## src/rtl/unet_pkg.sv

```systemverilog
// Shared widths, FSM encoding and constants for the UNet max-pool stage.
// Pure declarations: no latency, no backpressure.
package unet_pkg;

    localparam int DATA_W       = 12;
    localparam int IN_ADDR_W    = 15;
    localparam int OUT_ADDR_W   = 15;
    localparam int DIM_W        = 7;
    localparam int SAMPLE_MIN   = -2048;
    localparam int DRAIN_CYCLES = 2;

    typedef enum logic [1:0] {
        ST_IDLE  = 2'd0,
        ST_RUN   = 2'd1,
        ST_DRAIN = 2'd2,
        ST_DONE  = 2'd3
    } state_t;

    // Position of a read inside its 2x2 window: bit0 = column, bit1 = row.
    typedef logic [1:0] phase_t;

endpackage

```

## src/rtl/unet_maxpool_addr_gen.sv

```systemverilog
// Scan counters and incremental source/destination addressing for 2x2 windows; addresses are
// combinational from registered state (0 cycles); advances once per issued read, never stalls.
module unet_maxpool_addr_gen
    import unet_pkg::*;
(
    input  logic                  clk,
    input  logic                  rst,
    input  logic                  load,
    input  logic                  advance,
    input  logic [DIM_W-1:0]      height,
    input  logic [DIM_W-1:0]      width,
    input  logic [DIM_W-1:0]      channels,
    output logic [IN_ADDR_W-1:0]  rd_adr,
    output logic [OUT_ADDR_W-1:0] wr_adr,
    output phase_t                phase,
    output logic                  last_read
);

    logic [DIM_W-1:0]      ho;
    logic [DIM_W-1:0]      wo;
    logic [2*DIM_W-1:0]    hw_full;
    logic [2*DIM_W-1:0]    howo_full;

    logic [IN_ADDR_W-1:0]  w_reg;
    logic [IN_ADDR_W-1:0]  hw_reg;
    logic [OUT_ADDR_W-1:0] wo_reg;
    logic [OUT_ADDR_W-1:0] howo_reg;
    logic [DIM_W-1:0]      wo_last;
    logic [DIM_W-1:0]      ho_last;
    logic [DIM_W-1:0]      c_last;

    logic [DIM_W-1:0]      ox;
    logic [DIM_W-1:0]      oy;
    logic [DIM_W-1:0]      c;
    logic [IN_ADDR_W-1:0]  src_chan;
    logic [IN_ADDR_W-1:0]  src_row;
    logic [OUT_ADDR_W-1:0] dst_chan;
    logic [OUT_ADDR_W-1:0] dst_row;

    assign ho = height >> 1;
    assign wo = width >> 1;

    // The only multipliers in the block; their results are captured once per job.
    assign hw_full   = {{DIM_W{1'b0}}, height} * {{DIM_W{1'b0}}, width};
    assign howo_full = {{DIM_W{1'b0}}, ho} * {{DIM_W{1'b0}}, wo};

    // src_row already points at row 2*oy of channel c; the phase picks the window corner.
    assign rd_adr = src_row
                  + (phase[1] ? w_reg : '0)
                  + IN_ADDR_W'({ox, 1'b0})
                  + IN_ADDR_W'(phase[0]);

    assign wr_adr = dst_row + OUT_ADDR_W'(ox);

    assign last_read = (phase == 2'd3) && (ox == wo_last) && (oy == ho_last) && (c == c_last);

    always_ff @(posedge clk or posedge rst) begin
        if (rst) begin
            w_reg    <= '0;
            hw_reg   <= '0;
            wo_reg   <= '0;
            howo_reg <= '0;
            wo_last  <= '0;
            ho_last  <= '0;
            c_last   <= '0;
            ox       <= '0;
            oy       <= '0;
            c        <= '0;
            phase    <= '0;
            src_chan <= '0;
            src_row  <= '0;
            dst_chan <= '0;
            dst_row  <= '0;
        end else if (load) begin
            w_reg    <= IN_ADDR_W'(width);
            hw_reg   <= IN_ADDR_W'(hw_full);
            wo_reg   <= OUT_ADDR_W'(wo);
            howo_reg <= OUT_ADDR_W'(howo_full);
            wo_last  <= wo - 1'b1;
            ho_last  <= ho - 1'b1;
            c_last   <= channels - 1'b1;
            ox       <= '0;
            oy       <= '0;
            c        <= '0;
            phase    <= '0;
            src_chan <= '0;
            src_row  <= '0;
            dst_chan <= '0;
            dst_row  <= '0;
        end else if (advance) begin
            phase <= phase + 1'b1;
            if (phase == 2'd3) begin
                if (ox != wo_last) begin
                    ox <= ox + 1'b1;
                end else begin
                    ox <= '0;
                    if (oy != ho_last) begin
                        // Two source rows per output row; an odd trailing row is never reached.
                        oy      <= oy + 1'b1;
                        src_row <= src_row + (w_reg << 1);
                        dst_row <= dst_row + wo_reg;
                    end else begin
                        oy       <= '0;
                        c        <= c + 1'b1;
                        src_chan <= src_chan + hw_reg;
                        src_row  <= src_chan + hw_reg;
                        dst_chan <= dst_chan + howo_reg;
                        dst_row  <= dst_chan + howo_reg;
                    end
                end
            end
        end
    end

endmodule

```

## src/rtl/unet_maxpool2d.sv

```systemverilog
// 2x2 stride-2 signed max-pool from conv2d's output buffer into the next layer's input buffer;
// write lands 2 cycles after a window's last read, done 4*C*Ho*Wo+3 after start; no backpressure.
module unet_maxpool2d
    import unet_pkg::*;
(
    input  logic                  clk,
    input  logic                  rst,
    input  logic                  start,
    input  logic [DIM_W-1:0]      height,
    input  logic [DIM_W-1:0]      width,
    input  logic [DIM_W-1:0]      channels,
    output logic                  busy,
    output logic                  done,
    output logic [IN_ADDR_W-1:0]  in_rsc_radr,
    output logic                  in_rsc_re,
    input  logic [DATA_W-1:0]     in_rsc_q,
    output logic [OUT_ADDR_W-1:0] out_rsc_wadr,
    output logic [DATA_W-1:0]     out_rsc_d,
    output logic                  out_rsc_we
);

    state_t                  state;
    logic                    drain_cnt;
    logic                    accept;
    logic                    degenerate;

    phase_t                  gen_phase;
    logic                    gen_last;
    logic [OUT_ADDR_W-1:0]   gen_wadr;

    logic                    rd_vld_q;
    phase_t                  phase_q;
    logic [OUT_ADDR_W-1:0]   wadr_q;

    logic signed [DATA_W-1:0] q_s;
    logic signed [DATA_W-1:0] acc;
    logic signed [DATA_W-1:0] win_max;

    assign accept     = start && (state == ST_IDLE);
    assign degenerate = (height < DIM_W'(2)) || (width < DIM_W'(2)) || (channels == '0);

    unet_maxpool_addr_gen u_addr_gen (
        .clk       (clk),
        .rst       (rst),
        .load      (accept),
        .advance   (in_rsc_re),
        .height    (height),
        .width     (width),
        .channels  (channels),
        .rd_adr    (in_rsc_radr),
        .wr_adr    (gen_wadr),
        .phase     (gen_phase),
        .last_read (gen_last)
    );

    always_ff @(posedge clk or posedge rst) begin
        if (rst) begin
            state     <= ST_IDLE;
            drain_cnt <= 1'b0;
            busy      <= 1'b0;
            done      <= 1'b0;
            in_rsc_re <= 1'b0;
        end else begin
            done <= 1'b0;
            case (state)
                ST_IDLE: begin
                    if (accept) begin
                        if (degenerate) begin
                            state <= ST_DONE;
                            done  <= 1'b1;
                        end else begin
                            state     <= ST_RUN;
                            busy      <= 1'b1;
                            in_rsc_re <= 1'b1;
                        end
                    end
                end
                ST_RUN: begin
                    if (gen_last) begin
                        state     <= ST_DRAIN;
                        drain_cnt <= 1'b0;
                        in_rsc_re <= 1'b0;
                    end
                end
                ST_DRAIN: begin
                    // Covers the RAM read latency plus the output register of the final window.
                    if (drain_cnt == 1'(DRAIN_CYCLES - 1)) begin
                        state <= ST_DONE;
                        busy  <= 1'b0;
                        done  <= 1'b1;
                    end else begin
                        drain_cnt <= drain_cnt + 1'b1;
                    end
                end
                ST_DONE: begin
                    state <= ST_IDLE;
                end
                default: begin
                    state <= ST_IDLE;
                end
            endcase
        end
    end

    // Tag each issued read so the returning sample knows its window position and destination.
    always_ff @(posedge clk or posedge rst) begin
        if (rst) begin
            rd_vld_q <= 1'b0;
            phase_q  <= '0;
            wadr_q   <= '0;
        end else begin
            rd_vld_q <= in_rsc_re;
            if (in_rsc_re) begin
                phase_q <= gen_phase;
                wadr_q  <= gen_wadr;
            end
        end
    end

    assign q_s     = in_rsc_q;
    assign win_max = (q_s > acc) ? q_s : acc;

    always_ff @(posedge clk or posedge rst) begin
        if (rst) begin
            acc          <= DATA_W'(SAMPLE_MIN);
            out_rsc_we   <= 1'b0;
            out_rsc_d    <= '0;
            out_rsc_wadr <= '0;
        end else begin
            out_rsc_we <= rd_vld_q && (phase_q == 2'd3);
            if (rd_vld_q) begin
                if (phase_q == 2'd0) begin
                    acc <= q_s;
                end else begin
                    acc <= win_max;
                end
                if (phase_q == 2'd3) begin
                    out_rsc_d    <= win_max;
                    out_rsc_wadr <= wadr_q;
                end
            end
        end
    end

endmodule
```

## config.mk

```make
export PLATFORM = sky130hd
export DESIGN_NAME = unet_maxpool2d
export DESIGN_NICKNAME = d
export VERILOG_FILES = /design/src/rtl/unet_pkg.sv /design/src/rtl/unet_maxpool_addr_gen.sv /design/src/rtl/unet_maxpool2d.sv
export SDC_FILE = /design/constraint.sdc
export NUM_CORES = 1
export LEC_CHECK = 0
export CORE_MARGIN = 4
export CORE_UTILIZATION = 55
export DETAILED_ROUTE_END_ITERATION = 10
export MAX_ROUTING_LAYER = met4
export PLACE_DENSITY = 0.81
export SYNTH_ARGS = -nofsm -noshare
export SYNTH_HDL_FRONTEND = slang
export SYNTH_SLANG_ARGS = --single-unit
```

## constraint.sdc

```tcl
create_clock -name clk -period 8.4 [get_ports clk]
set_input_delay 0.84 -clock clk [delete_from_list [all_inputs] [get_ports clk]]
set_output_delay 0.84 -clock clk [all_outputs]
set_load 0.01 [all_outputs]
```

==> results.txt <==
The run finished with clean final reports. The synthesis-to-layout area growth was 13.8%; the overall routed net length was 32.4 mm. The run gives 0 as the initial antenna violation count.

Setup repair after global routing left no endpoint under its margin. The largest fanout of any net on the critical path was 11; the number of optimization iterations in the first detailed-route pass was 6. The startpoint kind of the worst setup timing path was a primary input.

The DRC marker count from the first detailed-route iteration was 967; the worst-margin pin slew was 1.11 ns. Counting flops with an async set or reset pin after synthesis yields a share of 100%. For the worst setup path, the data required time is 8.79 ns.

The share of the synthesized area in the top cell type is 36.4%, and the final total negative setup slack is 0 ns. In this run the power density over the cells is 333 nW/um^2. The average wire length per cell after detail routing works out to 17.3 um. The top-level port count came out at 82.

The min-delay analysis places its worst path in the category reg2reg. From bottom edge to top edge, the die measures 166 um. For this design, the slowest cell found on the critical path is clkdlybuf4s50_1. TritonCTS built the clock tree. The number of antenna diodes in the final layout is 0. After synthesis, the netlist uses 68 different library cells.

Library cell with the largest summed area after synthesis: dfrtp_1. The sink count of the clock tree was 201. The final route contains 11,000 vias. The worst vdd rail ir drop came out at 0.000211 V. The most critical setup path has its startpoint at width[3].

The tools report the origin of the critical flop-to-flop path as in_rsc_re. The setup fix buffers added after clock tree synthesis was 0. For the number of levels the H-tree was split into, the log shows 1. The initial cell density of the core was 56.1%; the number of stages on the worst hold path was 2. For the share of synthesized area occupied by flip-flops and latches, the log shows 36.6%. In the synthesized netlist the dominant register cell turns out to be dfrtp_1. The post-route netlist has 6.40% of its cells at a drive strength greater than 1. The tools report the number of violations of the max-capacitance limit as 0. Width of the die: 166 um. The number of hold-slack violations in the final timing report is 0. The number of remaining DRC errors is 0, and the maximum achievable frequency is 197 MHz.

Counting flops and latches in the post-synthesis netlist gives 201. The worst setup path is captured at a flip-flop. The net count after synthesis was 1,668.

Headroom to the max-slew limit came out at 25.5%. The Yosys step of the flow raised 0 warnings. The number of flops mapped to enable cells by yosys works out to 0.

For the TritonCTS buffer count, the log shows 22. For the leakage dissipation, the log shows 7.48 nW. The worst path in the final design needs a cycle of 5.07 ns, including I/O delays and setup. The tools report the number of global-route vias before repair as 10,800.

Once detailed placement completed, the half-perimeter wirelength came to 23.7 mm. The number of cell rows came out at 57. The final non-filler cell total came out at 1,872.

CTS placed an instance of clkbuf_16 at the clock tree root. The layout has 1,979 filler cells. For the worst flop-to-flop path, the logic depth is 5. Entering global routing, the biggest net connects 126 pins.

In this run the most critical hold path is launched from out_rsc_d[2]. The final-report max-slew violation count was 0; the maximum clock path buffer count was 3. In this run the remaining antenna-violating nets after routing total 0.

The synthesized area divided by synthesized cell count is 9.34 um^2, and the first-pass GRT wire length is 53.8 mm. The insertion delay to the later sink of the worst-skew pair is 0.51 ns. Walking the worst path, the cells encountered are clkdlybuf4s50_1 > and2_1 > fa_1 > inv_1 > fa_1 > inv_1 > fa_1 > inv_1 > fa_1 > inv_1 > ha_1 > o21ai_0 > nor2_1 > o21bai_1 > a21oi_1 > maj3_1 > mux2i_1 > o21ai_0. Post-CTS repair changed the size of 0 cells.

The total routing usage reported by global routing came out at 23.7%. In this run, placement finished with an instance count of 1,832. After synthesis, the cell types taking the most area are dfrtp_1, ha_1, fa_1. The clock arrives with 0.0151 ns of skew. Hold repair after CTS inserted 0 buffers. The final layout contains 1,730 nets.

Quantity of I/O buffers inserted on ports: 81. The average via count per standard cell was 5.85. Data arrival at the endpoint of the critical path: 5.46 ns. The mapped netlist covers 13,700 um^2.

The final-report setup violation count is 0, and the stage delay of the slowest cell on the critical path is 0.61 ns. The clock edge transition at the registers on the reported setup and hold paths works out to 0.06 ns. At the end of routability-driven placement, the weighted congestion stood at 0.872.

Area of the placeable core: 24,500 um^2. The overall overflow remaining after global route was 0. The kind of critical path is in2reg. The final period utilization is 60.4%, and the number of instances in the synthesized netlist is 1,470. The floorplan step defined a die boundary enclosing 27,600 um^2.
area by class of cell:
cell class                 instances  area, um^2  area share [%]
clock inverter                    13         183            1.17
inverter                          91         349            2.23
sequential                       201        5030            32.2
tap                              324         405            2.60
multi-input combinational       1125        8150            52.1
timing repair buffer              91         886            5.67
clock buffer                      27         621            3.97
worst max-delay path, delay by kind of cell:
| family | cells | cell delay [ns] |
|---|---|---|
| adder cells (fa/ha/maj) | 6 | 2.81 |
| buffers and inverters | 5 | 0.81 |
| AO/OA/AOI/OAI | 4 | 0.50 |
| multiplexers | 1 | 0.15 |
| AND/OR/NAND/NOR | 2 | 0.34 |
cell usage in the layout, fill, tap and decap left out, types with 6 or more instances in the layout:
cell type and n:
a211oi_1 16, a21o_1 21, a21oi_1 57, a22o_1 13
a31oi_1 11, and2_1 41, and3_1 10, buf_4 10
clkbuf_16 23, clkdlybuf4s50_1 81, dfrtp_1 200, fa_1 43
ha_1 119, inv_1 90, mux2_2 34, mux2i_1 21
nand2_1 215, nand2b_1 6, nand3_1 30, nand4_1 13
nor2_1 86, nor2b_1 11, nor3_1 23, nor4_1 7
o211ai_1 9, o21a_1 12, o21ai_0 125, o21bai_1 8
o31ai_1 7, or3_1 9, xnor2_1 83, xor2_1 33
synthesized netlist by cell type, types with 6 or more instances:
cell type,n
o21ai_0,125
nand2b_1,6
o211ai_1,9
o21a_1,12
a31oi_1,11
o21bai_1,8
mux2_2,34
nor2_1,86
a211oi_1,16
inv_1,91
a22o_1,13
nor4_1,7
dfrtp_1,200
xnor2_1,83
a21o_1,21
nor2b_1,11
fa_1,43
and2_1,41
o31ai_1,7
nand2_1,216
mux2i_1,21
nand3_1,30
clkbuf_1,40
nor3_1,23
a21oi_1,57
buf_2,10
xor2_1,33
ha_1,119
nand4_1,13
and3_1,10
or3_1,9
worst paths after layout:
kind / end / slack, ns
setup reg to reg: u_addr_gen.src_row[12] / 3.84
min in group asynchronous: out_rsc_wadr[12] / 0.84
hold / removal: out_rsc_d[2] / 0.48
hold reg to reg: out_rsc_d[2] / 0.48
max in group asynchronous: u_addr_gen.oy[6] / 6.08
setup / recovery: u_addr_gen.hw_reg[12] / 3.33
cells by family (layout without fill, tap and decap cells):
logic type / after synthesis / in the layout / synth area share [%]
flops: 201 / 201 / 36.6
compound gates: 320 / 320 / 14.7
fa+ha+maj: 164 / 164 / 17.3
simple gates: 470 / 470 / 15.6
buf+inv: 144 / 222 / 4.06
xor+xnor: 116 / 116 / 7.40
mux: 55 / 55 / 4.32
routing by layer:
layer	vias to the layer above	global-route usage (%)	share of wire (%)
met2	322	39.0	48
met5	-	-	0
met3	70	2.93	5.4
li1	5196	-	-
met1	5366	30.9	43
met4	0	7.46	3.3
power by group:
| group | internal [mW] | switching, mW | total [mW] |
|---|---|---|---|
| Clock | 0.651 | 0.409 | 1.06 |
| Combinational | 1.15 | 1.37 | 2.52 |
| Sequential | 1.31 | 0.321 | 1.63 |
| Total | 3.11 | 2.10 | 5.21 |
through the flow:
step	hold slack, ns	util, %	total power [mW]	setup WS, ns	cell area, um^2
final	0.476	63.9	5.21	3.33	15600
after global routing	0.514	63.9	5.58	3.09	15600
after CTS	0.483	63.9	5.21	3.32	15600
after detailed placement	0.465	60.6	4.11	2.79	14800
after global placement	0.457	60.6	4.00	2.87	14800
after floorplan	0.443	-	3.34	2.08	13700
Note: power is estimated with default switching activity, not from simulation.
